File: config.mk
export PLATFORM = sky130hd
export DESIGN_NAME = part2
export DESIGN_NICKNAME = d
export VERILOG_FILES = /design/src/rtl/part2_pkg.sv /design/src/rtl/part2_crc8.sv /design/src/rtl/part2.sv
export SDC_FILE = /design/constraint.sdc
export NUM_CORES = 1
export LEC_CHECK = 0
export ABC_AREA = 1
export BUFFER_PORTS_ARGS = -buffer_cell sky130_fd_sc_hd__buf_2
export CORE_MARGIN = 3
export CORE_UTILIZATION = 25
export CTS_CLUSTER_SIZE = 40
export DETAILED_ROUTE_END_ITERATION = 7
export REMOVE_ABC_BUFFERS = 1
export SETUP_SLACK_MARGIN = 0.4
export SYNTH_ARGS = -nofsm -noshare
export SYNTH_HDL_FRONTEND = slang
export SYNTH_SLANG_ARGS = --single-unit
File: constraint.sdc
create_clock -name clk -period 1.9 [get_ports clk]
set_clock_uncertainty 0.15 [all_clocks]
set_input_delay 0.475 -clock clk [delete_from_list [all_inputs] [get_ports clk]]
set_output_delay 0.475 -clock clk [all_outputs]
set_load 0.005 [all_outputs]
File: src/rtl/part2_pkg.sv
// CRC-8 shared definitions: default generator/seed constants and a
// reference byte-CRC function usable by both RTL and verification models.
package part2_pkg;

  localparam int unsigned CRC_W = 8;

  // Generator polynomial x^8 + x^2 + x + 1 (implicit x^8 term), MSB-first.
  localparam logic [CRC_W-1:0] DEF_POLY = 8'h07;
  // Register seed applied before every byte.
  localparam logic [CRC_W-1:0] DEF_INIT = 8'h00;

  // CRC-8 of a single byte: no reflection, no final XOR.
  function automatic logic [CRC_W-1:0] crc8_calc(
    input logic [CRC_W-1:0] data,
    input logic [CRC_W-1:0] seed,
    input logic [CRC_W-1:0] poly
  );
    logic [CRC_W-1:0] c;
    c = seed ^ data;
    for (int i = 0; i < 8; i++) begin
      c = c[CRC_W-1] ? (CRC_W'(c << 1) ^ poly) : CRC_W'(c << 1);
    end
    return c;
  endfunction

endpackage

File: src/rtl/part2_crc8.sv
// crc8_byte: purely combinational CRC-8 of one byte (unrolled 8-step shift/XOR).
// Ports:
//   data - input byte
//   seed - CRC register starting value
//   crc  - resulting CRC-8 (combinational)
module crc8_byte
  import part2_pkg::*;
#(
  parameter logic [CRC_W-1:0] POLY = DEF_POLY
) (
  input  logic [CRC_W-1:0] data,
  input  logic [CRC_W-1:0] seed,
  output logic [CRC_W-1:0] crc
);

  logic [CRC_W-1:0] c_c;

  // Fully unrolled by synthesis into an XOR network.
  always_comb begin
    c_c = seed ^ data;
    for (int i = 0; i < 8; i++) begin
      if (c_c[CRC_W-1]) begin
        c_c = CRC_W'(c_c << 1) ^ POLY;
      end else begin
        c_c = CRC_W'(c_c << 1);
      end
    end
  end

  assign crc = c_c;

endmodule

File: src/rtl/part2.sv
// part2: per-byte CRC-8 with a single output register. Every byte is
// independent; the only state is the y register (1-cycle latency, full rate).
// Ports:
//   clk   - system clock, rising edge
//   rst_n - synchronous active-low reset, clears y to 8'h00
//   x     - data byte, sampled every cycle
//   y     - registered CRC-8 of the x sampled on the previous edge
module part2
  import part2_pkg::*;
#(
  parameter logic [CRC_W-1:0] POLY = DEF_POLY,
  parameter logic [CRC_W-1:0] INIT = DEF_INIT
) (
  input  logic             clk,
  input  logic             rst_n,
  input  logic [CRC_W-1:0] x,
  output logic [CRC_W-1:0] y
);

  logic [CRC_W-1:0] crc_c;
  logic [CRC_W-1:0] y_d;
  logic [CRC_W-1:0] y_q;

  crc8_byte #(
    .POLY (POLY)
  ) u_crc8_byte (
    .data (x),
    .seed (INIT),
    .crc  (crc_c)
  );

  assign y_d = crc_c;

  // Output register; y is glitch-free between edges.
  always_ff @(posedge clk) begin
    if (!rst_n) begin
      y_q <= '0;
    end else begin
      y_q <= y_d;
    end
  end

  assign y = y_q;

endmodule

==> flow_summary.ini <==
[drt]
ant_nets = 0
drt_iter0_drc = 5
wirelength_um = 774
drc_errors = 0
routedWlPerCell_um = 8.23
drtPass1Iterations = 2
via_per_inst = 4.17
vias = 392

[place]
dpl.cell_count = 91
place_area_um2 = 510
gp_congestion = 0.738
dpl.hpwl_um = 683
port_buffers = 17

[final_layout]
instances_no_fill = 94
final_cell_mix = nand2_1 (17), buf_2 (17), nand2_2 (8), dfxtp_1 (8), inv_1 (7)
area_delta_synth_final_pct = 31.1
final_cell_area_um2 = 533
nets = 91
largest_reg_flops = 8
n_antenna_cell = 0
final_layout_size_suffix_gt1_share_pct = 40.5

[sta]
maxSlewViolCount = 0
setup_tns_ps = 0
worstMarginPinSlew_ps = 285
rsz0062_at_grt = no
setup_viol_count_final = 0
finalCritPeriodShare_pct = 66.9
slew_headroom_pct = 80.9
fmax_mhz = 786
finalCriticalPeriod_ps = 1270
hold_violations = 0

[global_route]
grt_pass1_vias = 344
use_met2_pct = 12.6
grt_max_degree = 8
grt_util_met3_pct = 3.52
antenna_found_initial = 0
grt_overflow = 0
gr-usage-met1_pct = 10.4
grt_pass1_wl_mm = 1.29
grt_usage_pct = 8.64
busiest_layer = met2

[critical_path]
crit_fanout = 1
worstPathCellList = buf_2
path_delay_family = flip-flops
cp.required_ps = 1270
start_kind = flip-flop
cpPeakStageDelay_ps = 290
critPathCaptureType = output pin
cp.arrival_ps = 650
worst-path-buf-inv = 1
crit_type = flip-flop to output pin
crit_slowest_cell = dfxtp_1

[power_and_ir_drop]
clock_power_share_pct = 30.2
p_int_uw = 293
pwr-share-comb_pct = 22.4
ir_drop_uv = 250
p_sw_share_pct = 25.6
powerDensity_nw_per_um2 = 738
p_switching_uw = 100
p_seq_share_pct = 47.4
p_leak_uw = 0.000303

[min_path]
min_to = y[7]$_SDFF_PN0_
hold_depth = 2
hp-class = input pin to flip-flop
hp-start = x[5]

[cts]
cts_buffers = 3
cts.sinks = 8
cts_root_buf = clkbuf_4
cts_resized = 0
cts_buffer_depth = 2
cts_tree = yes
postCtsSetupBuffers = 0
postCtsHoldBufs = 0
clkTransAtPathRegs_ps = 50
cts-htree-levels = 1

[floorplan]
rows = 13
start_util_pct = 28.7
ios = 18
die_w_um = 46.3
die_h_um = 46.3
die_area_um2 = 2150
coreArea_um2 = 1420

[synthesis]
ys_seq_area_share_pct = 39.4
ys_seq_elements = 8
synth_cell_types = 11
syn-instance-count = 59
yosys_warnings = 0
synth_area_um2 = 407
avgSynthCellArea_um2 = 6.89

[status]
outcome = finished clean

[flow_run]
cap_violations = 0
[synth_stat cells]
master | instances | area (um2)
a21oi_1 | 4 | 20.0
dfxtp_1 | 8 | 160
inv_1 | 7 | 26.3
inv_2 | 1 | 3.75
nand2_1 | 17 | 63.8
nand2_2 | 8 | 50.1
nand3_2 | 2 | 20.0
nor2_1 | 5 | 18.8
nor2_2 | 1 | 6.26
o21ai_0 | 4 | 20.0
xnor2_1 | 2 | 17.5
[per-layer routing]
metal / routed length (um) / part of all wire [%]
met1: 376 / 49
met2: 332 / 43
met3: 47 / 6.1
met4: 17 / 2.2
met5: 0 / 0
[per-stage QoR]
stage	hold WS, ps	power, uW	util [%]	setup slack [ps]
after detailed placement	555	279	36.1	501
after floorplan	414	242	-	694
after global placement	559	278	36.1	517
after global routing	296	425	37.7	575
after CTS	296	401	37.7	615
final	305	393	37.7	628
[worst max-delay path by stage]
stage	start	end	slack (ps)	cells past startpoint
3_5_place_dp	x[6]	y[2]$_SDFF_PN0_	500	9
2_1_floorplan	x[6]	y[2]$_SDFF_PN0_	690	8
4_1_cts	y[4]$_SDFF_PN0_	y[4]	610	1
5_1_grt	y[0]$_SDFF_PN0_	y[0]	580	1
3_3_place_gp	x[6]	y[2]$_SDFF_PN0_	520	9
6_report	y[4]$_SDFF_PN0_	y[4]	630	1
[area by class of cell]
type	instances	area (um2)
repair buffers	17	85.1
well taps	15	18.8
multi-input cells	43	216
flip-flops and latches	8	160
fillers	156	882
inverters	8	30.0
clock buffers	3	22.5
[cells by family (layout without fill, tap and decap cells)]
group / Yosys count / in the layout / synth area share (%)
AO/OA/AOI/OAI: 8 / 8 / 9.85
XOR/XNOR: 2 / 2 / 4.31
buffers and inverters: 8 / 28 / 7.38
flip-flops: 8 / 8 / 39.4
AND/OR/NAND/NOR: 33 / 33 / 39.1
[power groups by stage]
stage	Sequential [uW]	Combinational (uW)	Clock [uW]
2_1_floorplan	193	48.9	0
3_3_place_gp	189	88.2	0
3_5_place_dp	190	89.7	0
4_1_cts	186	89.9	124
5_1_grt	187	102	136
6_report	186	88.1	119
No activity file was read; power rests on OpenSTA's default activity.
